$ cat src/rtl/cpu_mem_bridge.sv
`default_nettype none
// ============================================================================
// Module   : cpu_mem_bridge
// Purpose  : Serialises the CPU instruction-fetch and data load/store
//            channels onto one single-ported synchronous SRAM with byte
//            write enables and a fixed read latency. One transaction is in
//            flight at a time; the data channel wins arbitration.
// Ports    : clk, rst                    - clock, synchronous active-high reset
//            inst_addr/inst_req_valid/   - fetch request (byte address)
//            inst_req_ready
//            inst_rdata/inst_valid/      - fetch response
//            inst_ready
//            data_addr/data_wen/data_ren/ - load/store request
//            data_wdata/data_wstrb/
//            data_req_ready
//            data_rdata/data_valid/      - load response
//            data_ready
//            sram_en/sram_we/sram_addr/  - SRAM port (word address)
//            sram_wdata/sram_rdata
// Revision : 1.0 - initial release
// ============================================================================
module cpu_mem_bridge #(
   parameter int ADDR_WIDTH = 16,
   parameter int RD_LAT     = 1     // legal range 1..4
) (
   input  logic                  clk,
   input  logic                  rst,
   input  logic [31:0]           inst_addr,
   input  logic                  inst_req_valid,
   output logic                  inst_req_ready,
   output logic [31:0]           inst_rdata,
   output logic                  inst_valid,
   input  logic                  inst_ready,
   input  logic [31:0]           data_addr,
   input  logic                  data_wen,
   input  logic [31:0]           data_wdata,
   input  logic [3:0]            data_wstrb,
   input  logic                  data_ren,
   output logic                  data_req_ready,
   output logic [31:0]           data_rdata,
   output logic                  data_valid,
   input  logic                  data_ready,
   output logic                  sram_en,
   output logic [3:0]            sram_we,
   output logic [ADDR_WIDTH-1:0] sram_addr,
   output logic [31:0]           sram_wdata,
   input  logic [31:0]           sram_rdata
);

   typedef enum logic [1:0] {
      ST_IDLE   = 2'd0,
      ST_ACCESS = 2'd1,
      ST_WAIT   = 2'd2,
      ST_RESP   = 2'd3
   } state_t;

   // Counter preload: WAIT lasts RD_LAT cycles, ending when the count is 0.
   localparam logic [1:0] c_cnt_init = 2'(RD_LAT - 1);

   state_t                r_state;
   state_t                w_next;
   logic [1:0]            r_cnt;
   logic [ADDR_WIDTH-1:0] r_addr;
   logic [31:0]           r_wdata;
   logic [3:0]            r_wstrb;
   logic                  r_is_wr;
   logic                  r_src_data;
   logic                  r_inst_valid;
   logic                  r_data_valid;
   logic [31:0]           r_inst_rdata;
   logic [31:0]           r_data_rdata;

   logic                  w_idle;
   logic                  w_data_req;
   logic                  w_accept;
   logic                  w_capture;
   logic                  w_resp_done;
   logic                  w_sram_en;
   logic [3:0]            w_sram_we;
   logic                  w_unused;

   // Only the word-address bits of the byte addresses reach the SRAM; the
   // remaining bits are deliberately dropped so large addresses alias.
   assign w_unused = ^{inst_addr, data_addr};

   // Arbitration: any data request (load or store) beats a fetch.
   assign w_idle         = (r_state == ST_IDLE) && !rst;
   assign w_data_req     = data_wen | data_ren;
   assign data_req_ready = w_idle & w_data_req;
   assign inst_req_ready = w_idle & inst_req_valid & ~w_data_req;
   assign w_accept       = data_req_ready | inst_req_ready;

   // Last WAIT cycle: SRAM read data is valid on sram_rdata now.
   assign w_capture   = (r_state == ST_WAIT) && (r_cnt == 2'd0);
   assign w_resp_done = (r_state == ST_RESP) &&
                        (r_src_data ? (r_data_valid & data_ready)
                                    : (r_inst_valid & inst_ready));

   always_comb begin
      w_next    = r_state;
      w_sram_en = 1'b0;
      w_sram_we = 4'b0000;
      case (r_state)
         ST_IDLE: begin
            if (w_accept) w_next = ST_ACCESS;
         end
         ST_ACCESS: begin
            w_sram_en = 1'b1;
            if (r_is_wr) begin
               // A zero strobe still occupies the slot, writing nothing.
               w_sram_we = r_wstrb;
               w_next    = ST_IDLE;
            end else begin
               w_next    = ST_WAIT;
            end
         end
         ST_WAIT: begin
            if (r_cnt == 2'd0) w_next = ST_RESP;
         end
         ST_RESP: begin
            if (w_resp_done) w_next = ST_IDLE;
         end
         default: w_next = ST_IDLE;
      endcase
   end

   always_ff @(posedge clk) begin
      if (rst) begin
         r_state      <= ST_IDLE;
         r_cnt        <= 2'd0;
         r_addr       <= '0;
         r_wdata      <= 32'd0;
         r_wstrb      <= 4'd0;
         r_is_wr      <= 1'b0;
         r_src_data   <= 1'b0;
         r_inst_valid <= 1'b0;
         r_data_valid <= 1'b0;
         r_inst_rdata <= 32'd0;
         r_data_rdata <= 32'd0;
      end else begin
         r_state <= w_next;

         if (w_accept) begin
            r_addr     <= data_req_ready ? data_addr[ADDR_WIDTH+1:2]
                                         : inst_addr[ADDR_WIDTH+1:2];
            r_wdata    <= data_wdata;
            r_wstrb    <= data_wstrb;
            // Store wins when the CPU raises both wen and ren.
            r_is_wr    <= data_req_ready & data_wen;
            r_src_data <= data_req_ready;
         end

         if ((r_state == ST_ACCESS) && !r_is_wr) begin
            r_cnt <= c_cnt_init;
         end else if ((r_state == ST_WAIT) && (r_cnt != 2'd0)) begin
            r_cnt <= r_cnt - 2'd1;
         end

         if (w_capture) begin
            if (r_src_data) begin
               r_data_rdata <= sram_rdata;
               r_data_valid <= 1'b1;
            end else begin
               r_inst_rdata <= sram_rdata;
               r_inst_valid <= 1'b1;
            end
         end

         if (w_resp_done) begin
            r_inst_valid <= 1'b0;
            r_data_valid <= 1'b0;
         end
      end
   end

   assign sram_en    = w_sram_en;
   assign sram_we    = w_sram_we;
   assign sram_addr  = r_addr;
   assign sram_wdata = r_wdata;
   assign inst_valid = r_inst_valid;
   assign inst_rdata = r_inst_rdata;
   assign data_valid = r_data_valid;
   assign data_rdata = r_data_rdata;

endmodule
`default_nettype wire

$ cat config.mk
export PLATFORM = sky130hd
export DESIGN_NAME = cpu_mem_bridge
export DESIGN_NICKNAME = d
export VERILOG_FILES = /design/src/rtl/cpu_mem_bridge.sv
export SDC_FILE = /design/constraint.sdc
export NUM_CORES = 1
export LEC_CHECK = 0
export CAP_MARGIN = 20
export CORE_UTILIZATION = 39
export CTS_BUF_LIST = sky130_fd_sc_hd__clkbuf_8
export DETAILED_ROUTE_END_ITERATION = 10
export PLACE_DENSITY = 0.8
export REMOVE_ABC_BUFFERS = 1
export SYNTH_ARGS = -nofsm -noshare
export SYNTH_HDL_FRONTEND = slang
export SYNTH_SLANG_ARGS = --single-unit
$ cat constraint.sdc
create_clock -name clk -period 1.66 [get_ports clk]
set_input_delay 0.332 -clock clk [delete_from_list [all_inputs] [get_ports clk]]
set_output_delay 0.332 -clock clk [all_outputs]
set_load 0.03 [all_outputs]
==> Implementation_results.wiki <==
{| class="wikitable"
! Metric !! Value
|-
| Status || finished, violations left
|-
| Violations in the final reports || negative setup slack
|-
| Largest buffer count on any clock path || 2
|-
| Seq pwr share || 0.405
|-
| Antenna Cells || 0
|-
| Crit share post-route || 1.070
|-
| Global route total overflow || 0
|-
| Die Y-Extent || 113.6 um
|-
| Layout net count || 960
|-
| Routed Wire Length || 14.86 mm
|-
| Post-synth top area share || 0.5108
|-
| Worst slew pin tran || 0.5450 ns
|-
| P&R area growth vs syn || 60.02%
|-
| Critical path endpoint category || primary output
|-
| Source-to-sink clock delay at the later pin of the worst-skew pair || 0.42 ns
|-
| Pin count of the biggest net entering global routing || 118
|-
| Path category of the worst min-delay check || in2reg
|-
| Unique masters post-synth || 34
|-
| Post-synth top cells || sky130_fd_sc_hd__nand2_1 (132), sky130_fd_sc_hd__dfxtp_1 (124), sky130_fd_sc_hd__a21oi_1 (118)
|-
| Number of I/O pins || 260
|-
| Post-synthesis sequential area ratio || 0.5108
|-
| Clock tree from TritonCTS || done
|-
| Overall global routing resource usage || 0.2308
|-
| Fin. max-slew vios || 0
|-
| Routability-driven placement congestion ratio || 0.7522
|-
| Total power divided by cell area || 1071 nW/um^2
|-
| Relative contribution of the clock network to total power || 0.342
|-
| Switching power total || 2.523 mW
|-
| Crit path DAT || 1.44 ns
|-
| Worst Path Required || 1.33 ns
|-
| Cts bufs inserted || 17
|-
| Hold-fix buffer count after cts || 0
|-
| Initial Utilization || 0.4029
|-
| Final Critical Period || 1.776 ns
|-
| Async SR Flop Fraction || 0
|-
| Accumulated negative setup slack || -0.2873 ns
|-
| IR Drop Worst-Case VDD || 0.5920 mV
|-
| Overall die area || 12910 um^2
|-
| Row count || 40
|-
| Kind of start point of the critical path || register
|-
| Hold Vio Cnt, Final || 0
|-
| Largest area contributor in the netlist || sky130_fd_sc_hd__dfxtp_1
|-
| Design internal power || 5.806 mW
|-
| Global-route wire length before repair || 23.41 mm
|-
| Number of routed nets with antenna violations || 0
|-
| Dominant cells by area after synthesis || sky130_fd_sc_hd__dfxtp_1 (51%), sky130_fd_sc_hd__a21oi_1 (12%), sky130_fd_sc_hd__nand2_1 (10%)
|-
| Total DRC errors in the routed layout || 0
|-
| Via total after detailed routing || 5163
|-
| Number of antenna violations at the first check in global routing || 0
|-
| Register bit count reported by yosys || 124
|-
| Floorplan core area || 12060 um^2
|-
| Length of the first detailed-routing pass in iterations || 6
|-
| Die outline width || 113.6 um
|-
| Post-synthesis cell count || 594
|-
| Post-synth EDFFs || 0
|-
| Max FO, Critical Path || 6
|-
| Post-CTS clock slew at the launch and capture registers of the worst setup and hold paths || 0.07 ns
|-
| Dominant cell by count in the synthesized netlist || sky130_fd_sc_hd__nand2_1
|-
| CTS root buffer || sky130_fd_sc_hd__clkbuf_8
|-
| Placed wire-length estimate || 10.24 mm
|-
| Fraction of final layout cells with drive strength greater than 1 || 0.1140
|-
| Total setup violations reported at the end of the flow || 6
|-
| Detail-routed net length per standard cell || 14.84 um
|-
| Final setup skew || 0.005256 ns
|-
| Avg Cell Area, Syn || 8.181 um^2
|-
| Share of total power in combinational logic || 0.253
|-
| Clk sink count || 124
|-
| 1st-iter DRT viols || 387
|-
| Via-per-instance ratio || 5.158
|-
| Port Buffers || 227
|-
| Synth Cell Area || 4860 um^2
|-
| Setup repair after global routing missed its margin || yes
|-
| Max Clock Freq || 563.1 MHz
|-
| Count of synthesis-stage warnings from yosys || 0
|-
| Vias in the first global route || 4997
|-
| Sw Share || 0.3029
|-
| Path type of the worst setup path || reg2out
|-
| Worst slack at placement || -0.3729 ns
|-
| Worst-case headroom to the max-slew limit || 0.6367
|-
| H-tree depth reported by CTS || 4
|-
| Final worst slack || -0.1160 ns
|-
| Max-Cap Viols || 0
|-
| Standby leakage power || 3.297 nW
|-
| Top FF cell, synth || sky130_fd_sc_hd__dfxtp_1
|}
flip-flops by register name, indices dropped and copies added (netlist names), named ones only:
| name | flops |
|---|---|
| data_rdata | 32 |
| inst_valid | 1 |
| r_src_data | 1 |
| r_is_wr | 1 |
| inst_rdata | 32 |
| r_wstrb | 4 |
| r_state | 1 |
| data_valid | 1 |
| sram_wdata | 32 |
| r_cnt | 2 |
| sram_addr | 16 |
worst max-delay path, cell delays in order, from the launching register on:
cell                      delay, ns
sky130_fd_sc_hd__dfxtp_2       0.36
sky130_fd_sc_hd__or3_4         0.42
sky130_fd_sc_hd__nor2_4        0.11
sky130_fd_sc_hd__buf_6         0.14
cells in the final DEF (no fill, tap or decap), types with 2 or more instances in the layout:
master / Yosys / final
sky130_fd_sc_hd__or4b_1: 9 / 9
sky130_fd_sc_hd__buf_6: 1 / 5
sky130_fd_sc_hd__nand3b_1: 2 / 2
sky130_fd_sc_hd__inv_1: 4 / 5
sky130_fd_sc_hd__nor3_4: 2 / 2
sky130_fd_sc_hd__a31oi_1: 2 / 2
sky130_fd_sc_hd__nand2_1: 132 / 132
sky130_fd_sc_hd__buf_12: 0 / 8
sky130_fd_sc_hd__clkinvlp_4: 0 / 2
sky130_fd_sc_hd__o21ai_1: 7 / 7
sky130_fd_sc_hd__dfxtp_2: 0 / 2
sky130_fd_sc_hd__and3_1: 5 / 5
sky130_fd_sc_hd__clkbuf_8: 0 / 19
sky130_fd_sc_hd__clkinv_2: 0 / 5
sky130_fd_sc_hd__nor2_1: 6 / 5
sky130_fd_sc_hd__buf_4: 7 / 33
sky130_fd_sc_hd__or4b_2: 7 / 7
sky130_fd_sc_hd__o21ai_0: 49 / 49
sky130_fd_sc_hd__dlygate4sd2_1: 0 / 117
sky130_fd_sc_hd__a21oi_1: 118 / 118
sky130_fd_sc_hd__dfxtp_1: 124 / 122
sky130_fd_sc_hd__clkdlybuf4s50_1: 0 / 102
sky130_fd_sc_hd__nand3_1: 37 / 37
sky130_fd_sc_hd__bufinv_16: 0 / 4
sky130_fd_sc_hd__a211oi_1: 16 / 16
layout make-up:
cell class | instances | area (um^2)
clock inverter | 13 | 172.7
fill | 1039 | 4285
timing repair buffer | 265 | 2510
tap | 168 | 210.2
sequential | 124 | 2485
multi-input combinational | 408 | 2122
inverter | 4 | 15.01
clock buffer | 19 | 261.5
per-stage QoR:
stage	utilization	cell area [um^2]	hold WS, ns	cells	power (mW)
after global routing	0.6447	7776	0.1380	1001	8.720
after global placement	0.6131	7395	0.4410	962	5.586
after detailed placement	0.6131	7395	0.4454	962	5.642
final	0.6447	7776	0.1544	1001	8.329
after CTS	0.6434	7760	0.1202	1001	8.388
after floorplan	-	4583	0.4011	536	4.473
logic make-up after synthesis:
kind of cell / count (synthesis) / synth area share
XOR/XNOR: 1 / 0.001803
AND/OR/NAND/NOR: 211 / 0.2124
adder cells (fa/ha/maj): 1 / 0.002574
AO/OA/AOI/OAI: 195 / 0.2124
buffers and inverters: 62 / 0.05999
flip-flops: 124 / 0.5108
per-layer routing:
layer | share of wire | wire length [um] | global-route usage | up-vias
met2 | 0.48 | 7127 | 0.3907 | 229
met5 | 0 | 0 | 0 | -
met4 | 0.019 | 289 | 0.1079 | 0
met1 | 0.41 | 6050 | 0.2583 | 2392
li1 | - | - | - | 2517
met3 | 0.093 | 1389 | 0.08395 | 25
worst paths after layout:
kind | start | endpoint | slack, ns | cells past startpoint
setup / recovery | r_state[0]$_SDFFE_PP0P_ | data_req_ready | -0.12 | 3
hold / removal | rst | r_state[0]$_SDFFE_PP0P_ | 0.15 | 2
setup reg to reg | r_state[0]$_SDFFE_PP0P_ | sram_wdata[23]$_SDFFE_PP0P_ | 0.14 | 5
hold reg to reg | data_rdata[24]$_SDFFE_PP0P_ | data_rdata[24]$_SDFFE_PP0P_ | 0.45 | 2
power by group through the flow:
| stage | Clock (mW) | Combinational (mW) | Sequential (mW) |
|---|---|---|---|
| 3_5_place_dp | 0 | 2.20 | 3.44 |
| 6_report | 2.85 | 2.11 | 3.37 |
| 3_3_place_gp | 0 | 2.16 | 3.43 |
| 4_1_cts | 2.92 | 2.10 | 3.37 |
| 2_1_floorplan | 0 | 0.591 | 3.88 |
| 5_1_grt | 3.06 | 2.26 | 3.40 |
repair_timing:
action / CTS / global route
setup endpoints to repair: 121 / 18
gates resized for setup: 125 / 4
pin swaps: 3 / 2
setup buffers: 7 / 0
cloned: 0 / 0
Note: power is estimated with default switching activity, not from simulation.
